## src/rtl/rapid_pkg.sv

```systemverilog
// Shared RV32I definitions: data width and the decoded control bundle.
package rapid_pkg;

    localparam int XLEN = 32;

    // Decoded control for one instruction; all-zero is the "no-op" bundle.
    typedef struct packed {
        logic       load_upper_imm;
        logic       uncond_branch;
        logic       cond_branch;
        logic       mem;
        logic       alu_imm;
        logic       alu_reg;
        logic       iop;
        logic [2:0] fcs_opcode;
        logic [4:0] rs1;
        logic [4:0] rs2;
        logic [4:0] rd;
        logic       rs1_out;
        logic       rs2_out;
    } control_s;

    function automatic control_s control_s_default();
        return '0;
    endfunction

endpackage

```

## src/rtl/decode_queue.sv

```systemverilog
// RV32I decode stage feeding a DEPTH-entry queue of decoded instructions.
// Decode happens combinationally on the fetch side; the queue stores the
// decoded result so execute sees registered control/immediate at the head.
module decode_queue
    import rapid_pkg::*;
#(
    parameter int DEPTH = 2,
    parameter int CNT_W = $clog2(DEPTH + 1)
) (
    input  logic            i_clk,
    input  logic            i_reset,
    input  logic            i_valid,
    output logic            o_ready,
    input  logic [XLEN-1:0] i_instruction,
    input  logic [XLEN-1:0] i_pc,
    input  logic            i_flush,
    output logic            o_valid,
    input  logic            i_ready,
    output logic [XLEN-1:0] o_pc,
    output control_s        o_control_signal,
    output logic [XLEN-1:0] o_imm,
    output logic            o_illegal,
    output logic [CNT_W-1:0] o_count
);

    localparam int PTR_W = (DEPTH > 1) ? $clog2(DEPTH) : 1;

    typedef struct packed {
        logic [XLEN-1:0] pc;
        control_s        ctrl;
        logic [XLEN-1:0] imm;
        logic            illegal;
    } entry_t;

    entry_t           mem_q [DEPTH];
    logic [PTR_W-1:0] rd_ptr, wr_ptr;
    logic [CNT_W-1:0] count;

    control_s         dec_ctrl;
    logic [XLEN-1:0]  dec_imm;
    logic             dec_ill;
    logic             push, pop;
    entry_t           head;

    logic [31:0] instr;
    assign instr = i_instruction;

    // Combinational RV32I decode of the incoming word.
    always_comb begin
        dec_ctrl = control_s_default();
        dec_imm  = '0;
        dec_ill  = 1'b0;
        case (instr[6:0])
            7'b0110111: begin // LUI
                dec_ctrl.load_upper_imm = 1'b1;
                dec_imm                 = {instr[31:12], 12'b0};
                dec_ctrl.rd             = instr[11:7];
            end
            7'b0010111: begin // AUIPC
                dec_ctrl.load_upper_imm = 1'b1;
                dec_ctrl.iop            = 1'b1;
                dec_imm                 = {instr[31:12], 12'b0};
                dec_ctrl.rd             = instr[11:7];
            end
            7'b1101111: begin // JAL
                dec_ctrl.uncond_branch = 1'b1;
                dec_imm = {{12{instr[31]}}, instr[19:12], instr[20], instr[30:21], 1'b0};
                dec_ctrl.rd            = instr[11:7];
            end
            7'b1100111: begin // JALR
                dec_ctrl.uncond_branch = 1'b1;
                dec_ctrl.iop           = 1'b1;
                dec_imm  = {{20{instr[31]}}, instr[31:20]};
                dec_ctrl.rs1     = instr[19:15];
                dec_ctrl.rs1_out = 1'b1;
                dec_ctrl.rd      = instr[11:7];
            end
            7'b1100011: begin // BRANCH
                dec_ctrl.cond_branch = 1'b1;
                dec_imm = {{20{instr[31]}}, instr[7], instr[30:25], instr[11:8], 1'b0};
                dec_ctrl.rs1     = instr[19:15];
                dec_ctrl.rs2     = instr[24:20];
                dec_ctrl.rs1_out = 1'b1;
                dec_ctrl.rs2_out = 1'b1;
            end
            7'b0000011: begin // LOAD
                dec_ctrl.mem     = 1'b1;
                dec_imm          = {{20{instr[31]}}, instr[31:20]};
                dec_ctrl.rs1     = instr[19:15];
                dec_ctrl.rs1_out = 1'b1;
                dec_ctrl.rd      = instr[11:7];
            end
            7'b0100011: begin // STORE
                dec_ctrl.mem     = 1'b1;
                dec_ctrl.iop     = 1'b1;
                dec_imm          = {{20{instr[31]}}, instr[31:25], instr[11:7]};
                dec_ctrl.rs1     = instr[19:15];
                dec_ctrl.rs2     = instr[24:20];
                dec_ctrl.rs1_out = 1'b1;
                dec_ctrl.rs2_out = 1'b1;
            end
            7'b0010011: begin // OP-IMM: only the shift-right pair uses bit 30
                dec_ctrl.alu_imm = 1'b1;
                dec_ctrl.iop     = (instr[14:12] == 3'b101) ? instr[30] : 1'b0;
                dec_imm          = {{20{instr[31]}}, instr[31:20]};
                dec_ctrl.rs1     = instr[19:15];
                dec_ctrl.rs1_out = 1'b1;
                dec_ctrl.rd      = instr[11:7];
            end
            7'b0110011: begin // OP
                dec_ctrl.alu_reg = 1'b1;
                dec_ctrl.iop     = instr[30];
                dec_ctrl.rs1     = instr[19:15];
                dec_ctrl.rs2     = instr[24:20];
                dec_ctrl.rs1_out = 1'b1;
                dec_ctrl.rs2_out = 1'b1;
                dec_ctrl.rd      = instr[11:7];
            end
            // Any opcode not listed, including all with [1:0]!=2'b11.
            default: dec_ill = 1'b1;
        endcase
        if (dec_ill) begin
            dec_ctrl = control_s_default();
            dec_imm  = '0;
        end else begin
            dec_ctrl.fcs_opcode = instr[14:12];
        end
    end

    assign o_ready = (count < CNT_W'(DEPTH));
    assign o_valid = (count != '0);
    assign push    = i_valid && o_ready;
    assign pop     = o_valid && i_ready;
    assign o_count = count;

    // Head entry, forced to neutral values when the queue is empty.
    always_comb begin
        head             = mem_q[rd_ptr];
        o_pc             = o_valid ? head.pc      : '0;
        o_control_signal = o_valid ? head.ctrl    : control_s_default();
        o_imm            = o_valid ? head.imm     : '0;
        o_illegal        = o_valid ? head.illegal : 1'b0;
    end

    // Entry storage; contents need no reset since count gates visibility.
    always_ff @(posedge i_clk) begin
        if (push && !i_flush)
            mem_q[wr_ptr] <= '{pc: i_pc, ctrl: dec_ctrl, imm: dec_imm, illegal: dec_ill};
    end

    // Pointer/occupancy bookkeeping; flush wins over push and pop.
    always_ff @(posedge i_clk or posedge i_reset) begin
        if (i_reset) begin
            count  <= '0;
            rd_ptr <= '0;
            wr_ptr <= '0;
        end else if (i_flush) begin
            count  <= '0;
            rd_ptr <= '0;
            wr_ptr <= '0;
        end else begin
            if (push)
                wr_ptr <= (wr_ptr == PTR_W'(DEPTH - 1)) ? '0 : wr_ptr + 1'b1;
            if (pop)
                rd_ptr <= (rd_ptr == PTR_W'(DEPTH - 1)) ? '0 : rd_ptr + 1'b1;
            case ({push, pop})
                2'b10:   count <= count + 1'b1;
                2'b01:   count <= count - 1'b1;
                default: count <= count;
            endcase
        end
    end

endmodule

```

## config.mk

```make
export PLATFORM = sky130hd
export DESIGN_NAME = decode_queue
export DESIGN_NICKNAME = d
export VERILOG_FILES = /design/src/rtl/rapid_pkg.sv /design/src/rtl/decode_queue.sv
export SDC_FILE = /design/constraint.sdc
export NUM_CORES = 1
export LEC_CHECK = 0
export BUFFER_PORTS_ARGS = -buffer_cell sky130_fd_sc_hd__buf_2
export CORE_AREA = 2 2 144 146
export CTS_BUF_LIST = sky130_fd_sc_hd__clkbuf_2 sky130_fd_sc_hd__clkbuf_4 sky130_fd_sc_hd__clkbuf_8
export DETAILED_ROUTE_END_ITERATION = 10
export DIE_AREA = 0 0 146 148
export PLACE_DENSITY = 0.72
export REMOVE_ABC_BUFFERS = 1
export SYNTH_ARGS = -nofsm -noshare
export SYNTH_HDL_FRONTEND = slang
export SYNTH_SLANG_ARGS = --single-unit
```

## constraint.sdc

```tcl
create_clock -name i_clk -period 7.84 [get_ports i_clk]
set_input_delay 0.784 -clock i_clk [delete_from_list [all_inputs] [get_ports i_clk]]
set_output_delay 0.784 -clock i_clk [all_outputs]
set_load 0.05 [all_outputs]
```

==> impl_metrics.py <==
metrics = {
    "setup_path": {
        "end_kind": "output pin",
        "r2r_cells": 4,
        "reg2reg_slack_ps": 5920,
        "cp-startpoint": "rd_ptr$_DFFE_PP0P_",
        "cp_max_fo": 48,
        "cp.arrival_ps": 2920,
        "worstReg2RegEnd": "mem_q[1][21]$_DFFE_PP_",
        "cp-start-kind": "register",
        "critPathRequiredTime_ps": 7060,
        "r2r-start": "o_count[1]$_DFFE_PP0P_",
        "critPathKind": "register to output pin",
    },
    "finish": {
        "layout-drive-gt1-share_pct": 33.3,
        "postLayoutCellArea_um2": 9360,
        "multi_input_area_um2": 2100,
        "ff_latch_area_um2": 5630,
        "final_nets": 753,
        "utilization_pct": 46.7,
        "n_antenna_cell": 0,
        "fill_cells": 1850,
        "area_growth_pct": 18.8,
    },
    "timing": {
        "slew_viol_final": 0,
        "period_needed_ps": 3700,
        "fin_skew_ps": 11.8,
        "finalCritPeriodShare_pct": 47.2,
        "rsz0062_at_grt": "no",
        "tightest_slew_ps": 1090,
        "fmax_mhz": 270,
        "setup_viol": 0,
        "slew_headroom_pct": 27.1,
        "hold_viol_final": 0,
    },
    "clock_tree": {
        "clk_path_buf_depth": 2,
        "hold_buffers": 0,
        "cts_num_sinks": 188,
        "postCtsSetupBuffers": 0,
        "cts_buffers": 17,
        "root_buffer": "clkbuf_8",
        "cts_tree": "built",
        "h-tree-depth": 4,
        "clock_latency_ps": 460,
        "path_clk_slew_ps": 100,
        "cts_resized": 0,
    },
    "die": {
        "die_area_um2": 21600,
        "start_util_pct": 39.3,
        "die_w_um": 146,
        "ioPinCount": 165,
        "die_y_um": 148,
        "rows": 52,
        "core_um2": 20000,
    },
    "grt": {
        "grt_antenna_before_repair": 1,
        "gr-total-overflow": 0,
        "grt_pass1_vias": 4634,
        "grt_pass1_wl_um": 24700,
        "track_usage_pct": 14.9,
        "grt_max_degree": 94,
    },
    "power": {
        "ir_drop_v": 0.0000950,
        "p_leak_uw": 0.00371,
        "power_density_nw_per_um2": 227,
    },
    "placed_design": {
        "dpl.hpwl_um": 10300,
        "place_congestion": 0.734,
        "place_area_um2": 8960,
        "portBuffers": 164,
    },
    "synthesis": {
        "syn-cell-area_um2": 7880,
        "ys_seq_elements": 188,
        "yosys.area.top_type": "edfxtp_1",
        "netlist.area_leader.share_pct": 70.1,
        "seq_area_frac_synth_pct": 71.4,
        "synth_area_per_cell_um2": 15.1,
        "synth_cell_types": 41,
        "synthCells": 523,
        "synth.area.top_cells": "edfxtp_1 (70%), mux2i_1 (12%), nor2_1 (4.8%)",
        "yosysWarnings": 0,
    },
    "detailed_routing": {
        "via_count": 4623,
        "remaining_drc_errors": 0,
        "via_per_inst": 4.78,
        "routed_wl_um": 15900,
        "ant_nets": 0,
        "wl_per_cell_um": 16.4,
        "dr.pass1.iters": 6,
        "drt_iter0_markers": 314,
    },
    "min_path": {
        "hold_path_class": "input port to asynchronous set/reset pin",
    },
    "run_status": {
        "status": "complete, no violations",
    },
    "flow_run": {
        "cap_violations": 0,
    },
}
==> cell type report <==
class	instances	share of cell area [%]
Tap cell	270	3.61
Inverter	8	0.321
Clock buffer	17	2.50
Clock inverter	15	1.73
Timing Repair Buffer	170	9.25
Sequential cell	188	60.2
Multi-Input combinational cell	299	22.4
==> report_power, final <==
group / internal (uW) / switching (uW) / total, uW / leakage, uW
Combinational: 87.6 / 239 / 327 / 0.00165
Sequential: 1140 / 19.7 / 1160 / 0.00186
Clock: 290 / 350 / 640 / 0.000202
Total: 1510 / 609 / 2120 / 0.00371
==> logic make-up (layout without fill, tap and decap cells) <==
group                     count (synthesis)  count (layout)  share of synthesized area (%)
xor gates and xnor gates                  2               2                          0.222
DFF                                     188             188                           71.4
muxes                                    94              94                           12.0
AOI/OAI and AO/OA                        45              45                           4.67
buffers and inverters                    36             210                           2.18
and+or+nand+nor                         158             158                           9.51
==> routing by layer <==
metal	share of wire (%)	vias to the layer above	wire (um)	GRT usage [%]
li1	-	2236	-	-
met1	46	2235	7230	20.1
met2	48	137	7630	24.0
met3	5.3	13	847	3.73
met4	0.96	2	153	4.22
met5	0.10	-	16	0
==> synthesized netlist by cell type (all sizes together) <==
cell and count:
nand2b 3, a21oi 6, buf 22, nor2b 2, o32ai 1, nand4b 2
o22ai 1, nand3b 2, clkbuf 6, xor2 2, a2111oi 1, nand3 5
o21a 1, mux2i 93, a211oi 1, nor3b 1, a22o 4, and2 26
nor3 5, a221o 1, or2b 1, nand2 7, o21ba 1, dfrtp 4
mux2 1, o21ai 7, nor2 101, inv 8, or2 1, edfxtp 184
a21o 21, or3 1, and3 1
==> state kept, by name, summed over array words and instances (netlist names) <==
| register | count |
|---|---|
| mem_q | 184 |
| o_count | 2 |
| wr_ptr | 1 |
| rd_ptr | 1 |
==> worst max path at each step <==
stage          slack [ps]                     to
2_1_floorplan        -810  mem_q[1][0]$_DFFE_PP_
3_3_place_gp         4570              o_imm[11]
3_5_place_dp         4620              o_imm[11]
4_1_cts              4060              o_imm[11]
5_1_grt              3940              o_imm[11]
6_report             4140              o_imm[11]
==> worst max-delay path: stages (launching register included) <==
cell	delay, ps
dfrtp_4	950
buf_4	760
mux2i_1	350
nor2_1	60
buf_2	240
==> cell usage in the layout (no fill, tap or decap), types with 2 or more instances in the layout <==
master and instances:
a21o_1 10, and2_1 18, a22o_1 4, buf_2 164, nand4b_1 2, nand3_1 5
nor2b_1 2, nor2_1 100, nor3_1 2, buf_4 6, xor2_1 2, and2_2 7
nand2b_1 3, bufinv_16 2, inv_1 8, a21oi_1 6, clkbuf_8 17, o21ai_0 7
clkinv_4 2, a21o_2 11, edfxtp_1 184, inv_6 4, clkinv_2 3, nand2_1 7
dfrtp_1 3, mux2i_1 93, nor3_2 3, inv_8 2
==> per-stage QoR <==
step | cells | setup slack [ps] | TNS (ps) | hold slack [ps] | power [uW]
after detailed placement | 935 | 4620 | 0 | 576 | 1510
after CTS | 967 | 4060 | 0 | 164 | 2150
after global routing | 967 | 3940 | 0 | 182 | 2210
final | 967 | 4140 | 0 | 200 | 2120
after global placement | 935 | 4570 | 0 | 556 | 1510
after floorplan | 495 | -809 | -103850 | 519 | 1430
(Power assumes the default switching activity.)
